## src/rtl/serial_addsub_ctrl_if.sv

```systemverilog
// Handshake and data bus of the bit-serial add/subtract sequencer.
// The requester drives start/op/operands; the sequencer drives the status
// decodes and the registered result.
interface serial_addsub_ctrl_if #(
   parameter int WIDTH = 16
);
   logic             start;
   logic [1:0]       op;
   logic [WIDTH-1:0] a_in;
   logic [WIDTH-1:0] b_in;
   logic             ready;
   logic             busy;
   logic             done;
   logic [WIDTH-1:0] s_out;
   logic             cout;
   logic             ovf;

   modport master (
      output start, op, a_in, b_in,
      input  ready, busy, done, s_out, cout, ovf
   );

   modport slave (
      input  start, op, a_in, b_in,
      output ready, busy, done, s_out, cout, ovf
   );
endinterface

```

## src/rtl/serial_addsub_ctrl.sv

```systemverilog
// Bit-serial add/subtract sequencer. One full-adder cell is reused over
// WIDTH cycles, LSB first. Carry-in is seeded from op so that increment and
// subtract (A + ~B + 1) reuse the same cell. Status outputs and result are
// registered; ready/busy/done mirror the FSM state one-for-one.
module serial_addsub_ctrl #(
   parameter int WIDTH = 16,
   parameter int CNT_W = 5
) (
   input logic                clk,
   input logic                rst,
   serial_addsub_ctrl_if.slave bus
);

   typedef enum logic [1:0] {
      ST_IDLE = 2'd0,
      ST_RUN  = 2'd1,
      ST_DONE = 2'd2
   } state_t;

   localparam logic [CNT_W-1:0] LAST_CNT = CNT_W'(WIDTH - 1);
   localparam logic [CNT_W-1:0] CNT_ONE  = CNT_W'(1);

   // Carry out of a full adder.
   function automatic logic maj3(input logic x, input logic y, input logic z);
      return (x & y) | (x & z) | (y & z);
   endfunction

   state_t           state_q, state_d;
   logic [WIDTH-1:0] a_q, a_d;
   logic [WIDTH-1:0] b_q, b_d;
   logic [WIDTH-1:0] res_q, res_d;
   logic [WIDTH-1:0] s_q, s_d;
   logic [CNT_W-1:0] cnt_q, cnt_d;
   logic             c_q, c_d;
   logic             cout_q, cout_d;
   logic             ovf_q, ovf_d;
   logic             ready_q, busy_q, done_q;
   logic             sum_s;
   logic             carry_s;

   // Full-adder cell on the current LSBs and the stored carry.
   always_comb begin
      sum_s   = a_q[0] ^ b_q[0] ^ c_q;
      carry_s = maj3(a_q[0], b_q[0], c_q);
   end

   // Next-state and datapath: accept in IDLE, one bit per RUN cycle, single DONE cycle.
   always_comb begin
      state_d = state_q;
      a_d     = a_q;
      b_d     = b_q;
      res_d   = res_q;
      s_d     = s_q;
      cnt_d   = cnt_q;
      c_d     = c_q;
      cout_d  = cout_q;
      ovf_d   = ovf_q;
      case (state_q)
         ST_IDLE: begin
            if (bus.start) begin
               a_d     = bus.a_in;
               b_d     = bus.op[1] ? ~bus.b_in : bus.b_in;
               c_d     = bus.op[0] ^ bus.op[1];
               res_d   = '0;
               cnt_d   = '0;
               s_d     = '0;
               cout_d  = 1'b0;
               ovf_d   = 1'b0;
               state_d = ST_RUN;
            end else begin
               state_d = ST_IDLE;
            end
         end
         ST_RUN: begin
            a_d   = {1'b0, a_q[WIDTH-1:1]};
            b_d   = {1'b0, b_q[WIDTH-1:1]};
            res_d = {sum_s, res_q[WIDTH-1:1]};
            c_d   = carry_s;
            cnt_d = cnt_q + CNT_ONE;
            if (cnt_q == LAST_CNT) begin
               // c_q here is the carry into the MSB.
               s_d     = {sum_s, res_q[WIDTH-1:1]};
               cout_d  = carry_s;
               ovf_d   = c_q ^ carry_s;
               state_d = ST_DONE;
            end else begin
               state_d = ST_RUN;
            end
         end
         ST_DONE: begin
            state_d = ST_IDLE;
         end
         default: begin
            state_d = ST_IDLE;
         end
      endcase
   end

   // FSM state register and registered status decodes.
   always_ff @(posedge clk) begin
      if (rst) begin
         state_q <= ST_IDLE;
         ready_q <= 1'b1;
         busy_q  <= 1'b0;
         done_q  <= 1'b0;
      end else begin
         state_q <= state_d;
         ready_q <= (state_d == ST_IDLE);
         busy_q  <= (state_d == ST_RUN);
         done_q  <= (state_d == ST_DONE);
      end
   end

   // Datapath registers: operand shifters, carry, counter and result.
   always_ff @(posedge clk) begin
      if (rst) begin
         a_q    <= '0;
         b_q    <= '0;
         res_q  <= '0;
         s_q    <= '0;
         cnt_q  <= '0;
         c_q    <= 1'b0;
         cout_q <= 1'b0;
         ovf_q  <= 1'b0;
      end else begin
         a_q    <= a_d;
         b_q    <= b_d;
         res_q  <= res_d;
         s_q    <= s_d;
         cnt_q  <= cnt_d;
         c_q    <= c_d;
         cout_q <= cout_d;
         ovf_q  <= ovf_d;
      end
   end

   assign bus.ready = ready_q;
   assign bus.busy  = busy_q;
   assign bus.done  = done_q;
   assign bus.s_out = s_q;
   assign bus.cout  = cout_q;
   assign bus.ovf   = ovf_q;

endmodule

```

## src/flat_wrapper.sv

```systemverilog
// flat-port wrapper written by rule: the top's interface ports become plain ports
module serial_addsub_ctrl_flat 
#(
   parameter int WIDTH = 16,
   parameter int CNT_W = 5
)
  (clk, rst, bus_start, bus_op, bus_a_in, bus_b_in, bus_ready, bus_busy, bus_done, bus_s_out, bus_cout, bus_ovf);
  serial_addsub_ctrl_if #(.WIDTH(WIDTH)) bus_i ();
  input logic clk;
  input logic rst;
  input wire logic [$bits(bus_i.start)-1:0] bus_start;
  input wire logic [$bits(bus_i.op)-1:0] bus_op;
  input wire logic [$bits(bus_i.a_in)-1:0] bus_a_in;
  input wire logic [$bits(bus_i.b_in)-1:0] bus_b_in;
  output wire logic [$bits(bus_i.ready)-1:0] bus_ready;
  output wire logic [$bits(bus_i.busy)-1:0] bus_busy;
  output wire logic [$bits(bus_i.done)-1:0] bus_done;
  output wire logic [$bits(bus_i.s_out)-1:0] bus_s_out;
  output wire logic [$bits(bus_i.cout)-1:0] bus_cout;
  output wire logic [$bits(bus_i.ovf)-1:0] bus_ovf;
  assign bus_i.start = bus_start;
  assign bus_i.op = bus_op;
  assign bus_i.a_in = bus_a_in;
  assign bus_i.b_in = bus_b_in;
  assign bus_ready = bus_i.ready;
  assign bus_busy = bus_i.busy;
  assign bus_done = bus_i.done;
  assign bus_s_out = bus_i.s_out;
  assign bus_cout = bus_i.cout;
  assign bus_ovf = bus_i.ovf;
  serial_addsub_ctrl #(.WIDTH(WIDTH), .CNT_W(CNT_W)) u_core (.clk(clk), .rst(rst), .bus(bus_i));
endmodule
```

## config.mk

```make
export PLATFORM = sky130hd
export DESIGN_NAME = serial_addsub_ctrl_flat
export DESIGN_NICKNAME = d
export VERILOG_FILES = /design/src/rtl/serial_addsub_ctrl_if.sv /design/src/rtl/serial_addsub_ctrl.sv /design/src/flat_wrapper.sv
export SDC_FILE = /design/constraint.sdc
export NUM_CORES = 1
export LEC_CHECK = 0
export CAP_MARGIN = 30
export CORE_AREA = 2 2 106 108
export CTS_BUF_LIST = sky130_fd_sc_hd__clkbuf_2 sky130_fd_sc_hd__clkbuf_4 sky130_fd_sc_hd__clkbuf_8
export CTS_CLUSTER_DIAMETER = 80
export DETAILED_ROUTE_END_ITERATION = 12
export DIE_AREA = 0 0 108 110
export DONT_BUFFER_PORTS = 1
export GPL_TIMING_DRIVEN = 0
export PLACE_DENSITY = 0.51
export REMOVE_ABC_BUFFERS = 1
export SYNTH_ARGS = -nofsm -noshare
export SYNTH_HDL_FRONTEND = slang
export SYNTH_SLANG_ARGS = --single-unit
```

## constraint.sdc

```tcl
create_clock -name clk -period 2.3 [get_ports clk]
set_input_delay 0.46 -clock clk [delete_from_list [all_inputs] [get_ports clk]]
set_output_delay 0.46 -clock clk [all_outputs]
set_load 0.01 [all_outputs]
```

==> results.cfg <==
[power_and_ir_drop]
p_total_mw = 2.53
p_leak_nw = 1.15
power.switching_mw = 0.623
vdd.ir_drop.worst_uv = 207
powerDensity_mw_per_mm2 = 749
combPwrFrac_pct = 8.8
internal_power_mw = 1.91
pwr-share-seq_pct = 55.9
sw_frac_of_total_pct = 24.6
pwr-share-clk_pct = 35.3

[global_routing]
grt_pass1_vias = 2319
grt_pass1_wl_um = 11900
gr-total-overflow = 0
antenna_found_initial = 0
grt_usage_pct = 13.0
grt_max_degree = 76

[detailed_routing]
postRouteWirelength_um = 7390
ant_nets = 0
vias_per_cell = 5.31
wl_per_cell_um = 16.1
vias = 2437
drtIter0Drc = 186
drc = 0
firstDrtPassIters = 6

[timing]
setup_viol = 0
setup_ws_ps = 260
worst_pin_slew_ps = 879
slew_viol_final = 0
finalClockSkew_ps = 7.49
hold_viol = 0
slew_headroom_pct = 41.3
fmax_ghz = 0.490
min_period_ps = 2040
period_share_pct = 88.7
rsz0062_at_grt = no

[die]
die_area_mm2 = 0.0119
boundaryPins = 58
core_area_mm2 = 0.0107
rows = 38
dieHeight_um = 110
start_util_pct = 29.2
fp.dieW_um = 108

[status]
status = finished clean

[clock_network]
cts_sinks = 76
clock_latency_ps = 350
htreeDepth = 3
cts_tree = built
clock-root-buffer = clkbuf_8
cts.clk_slew.worst_paths_ps = 70
numCtsBuffers = 9
clk_path_buf_depth = 2

[setup_path]
reg2reg_to = u_core.bus.cout$_SDFFE_PP0P_
worstPathArrival_ps = 2280
rr_worst_depth = 4
worstPathMaxFanout = 24
critical_path_required_ps = 2540
rr_startpoint = u_core.state_q[1]$_SDFF_PP0_
path_class = reg2reg
rrSetupSlack_ps = 260
cp-start-kind = flip-flop
end_kind = flip-flop

[layout]
n_fill_cell = 1133
drive_gt1_share_pct = 9.40
diodes = 0
fin_nets = 356
fin_area_mm2 = 0.00337
fin_cells = 459
area_delta_synth_final_pct = 7.92

[hold_path]
min_to = u_core.b_q[8]$_SDFFE_PP0P_
hp-start = rst
holdPathStages = 1
min_path_type = in2reg

[synth]
syn_area_per_cell_um2 = 9.33
synth_seq_cells = 76
synth_area_mm2 = 0.00313
ys_warn_count = 0
syn_inst = 335
synthDistinctLibCells = 37
ys_seq_area_share_pct = 48.7

[job]
drv_cap = 0

[placed_design]
dp_slack_ps = -95.2
hpwlAfterDp_um = 4540
placed_area_mm2 = 0.00320
place_congestion = 0.670
place_inst = 445
io_buffers = 0
==> Yosys cell counts <==
library cell | number | area (um2)
ha_1 | 2 | 25.0
a21oi_1 | 21 | 105
o211a_1 | 1 | 10.0
o21ba_2 | 1 | 10.0
and3_1 | 1 | 6.26
nand2b_1 | 2 | 12.5
a2111oi_1 | 2 | 20.0
inv_1 | 3 | 11.3
a2111oi_2 | 4 | 60.1
a22oi_1 | 18 | 135
nand2b_2 | 1 | 8.76
a2bb2oi_1 | 1 | 8.76
buf_4 | 6 | 45.0
nand4_1 | 19 | 119
xnor2_1 | 11 | 96.3
o21bai_2 | 1 | 11.3
buf_1 | 1 | 3.75
o21ai_0 | 18 | 90.1
mux2i_4 | 1 | 22.5
a222oi_1 | 5 | 50.1
a2111oi_0 | 5 | 43.8
nor3b_4 | 1 | 18.8
mux2i_1 | 1 | 10.0
a211oi_1 | 15 | 113
buf_2 | 8 | 40.0
mux2_2 | 1 | 11.3
xor2_1 | 7 | 61.3
nor2b_1 | 1 | 6.26
clkbuf_2 | 1 | 5.00
clkbuf_1 | 16 | 60.1
dfxtp_1 | 76 | 1520
fa_1 | 1 | 20.0
nor2_1 | 63 | 236
clkbuf_4 | 1 | 7.51
nor3_1 | 1 | 5.00
o22ai_1 | 15 | 93.8
nor3b_1 | 3 | 22.5
==> critical path: stages (launching register included) <==
cell,delay (ps)
dfxtp_1,890
inv_1,540
buf_16,300
nand4_1,120
a21oi_1,80
==> kinds of logic after synthesis <==
kind of cell,share of synthesized area [%]
multiplexers,1.40
flip-flops,48.7
adder cells (fa/ha/maj),1.44
AND/OR/NAND/NOR,13.9
XOR/XNOR,5.04
buffers and inverters,5.52
AO/OA/AOI/OAI,24.0
==> registers in the layout, summed over array words and instances, names as in the netlist <==
| signal | flops |
|---|---|
| u_core.c_q | 1 |
| u_core.b_q | 16 |
| u_core.bus.ovf | 1 |
| u_core.res_q | 15 |
| u_core.bus.busy | 1 |
| u_core.bus.done | 1 |
| u_core.bus.cout | 1 |
| u_core.bus.s_out | 16 |
| u_core.a_q | 16 |
| u_core.state_q | 2 |
| u_core.cnt_q | 5 |
| u_core.bus.ready | 1 |
==> how the worst max path moves through the flow <==
stage,slack (ps),endpoint,cells past startpoint,from
after floorplan,-50,u_core.cnt_q[3]$_SDFFE_PP0P_,3,u_core.state_q[0]$_SDFF_PP0_
after global placement,-770,u_core.cnt_q[3]$_SDFFE_PP0P_,3,u_core.state_q[0]$_SDFF_PP0_
after detailed placement,-100,u_core.cnt_q[3]$_SDFFE_PP0P_,4,u_core.state_q[0]$_SDFF_PP0_
after CTS,150,u_core.b_q[1]$_SDFFE_PP0P_,4,u_core.state_q[0]$_SDFF_PP0_
after global routing,60,u_core.a_q[14]$_SDFFE_PP0P_,3,u_core.state_q[1]$_SDFF_PP0_
final,260,u_core.bus.cout$_SDFFE_PP0P_,4,u_core.state_q[1]$_SDFF_PP0_
==> layout make-up <==
class	instances	area (um2)	share of cell area [%]
well taps	140	175	5.19
flip-flops and latches	76	1520	45.1
clock inverters	2	12.5	0.371
clock buffers	12	153	4.52
multi-input cells	223	1440	42.8
inverters	3	11.3	0.334
repair buffers	3	57.6	1.71
==> metrics by stage <==
stage / TNS (ps) / util, % / hold WS [ps]
after global placement: -13220 / 29.4 / 471
after floorplan: -52.7 / - / 444
after global routing: 0 / 31.5 / 150
final: 0 / 31.5 / 169
after detailed placement: -140 / 29.9 / 477
after CTS: 0 / 31.5 / 151
==> placed cells by master, fill, tap and decap left out <==
cell type	synthesis	layout
nor3b_1	3	3
nor2_1	63	63
ha_1	2	1
clkbuf_4	1	2
o21ai_0	18	18
a22oi_1	18	18
clkbuf_8	0	10
a222oi_1	5	5
mux2i_1	1	1
mux2i_4	1	1
clkinvlp_4	0	1
a2111oi_2	4	4
dfxtp_2	0	1
fa_1	1	1
nand4_1	19	19
inv_1	3	3
a2bb2oi_1	1	1
xor2_1	7	7
nand2b_2	1	1
a2111oi_0	5	5
a21oi_1	21	21
o211a_1	1	1
o21ba_2	1	1
a2111oi_1	2	2
xnor2_1	11	11
o21bai_2	1	1
buf_8	0	2
nor3_1	1	1
dfxtp_1	76	75
nand2b_1	2	2
o22ai_1	15	15
nor2b_4	0	1
ha_2	0	1
buf_16	0	1
mux2_2	1	1
nor3b_4	1	1
a211oi_1	15	15
clkinv_2	0	1
and3_1	1	1
==> repair_timing <==
action	4_1_cts	5_1_grt
setup endpoints to repair	19	1
hold buffers	0	0
gates resized for setup	2	1
buffers inserted	0	0
==> power by group through the flow <==
| stage | clock, mW | sequential (mW) | combinational (mW) |
|---|---|---|---|
| 2_1_floorplan | 0 | 1.44 | 0.167 |
| 3_3_place_gp | 0 | 1.45 | 0.206 |
| 3_5_place_dp | 0 | 1.44 | 0.224 |
| 4_1_cts | 0.934 | 1.41 | 0.226 |
| 5_1_grt | 0.990 | 1.42 | 0.250 |
| 6_report | 0.892 | 1.41 | 0.222 |
==> per-layer routing <==
metal | part of all wire [%] | vias to the layer above | track usage (%)
met3 | 5.4 | 8 | 4.35
met2 | 47 | 64 | 19.8
met5 | 0 | - | 0
met1 | 46 | 1174 | 17.0
li1 | - | 1191 | -
met4 | 1.7 | 0 | 5.49
Power figures use the tool's default switching activity.
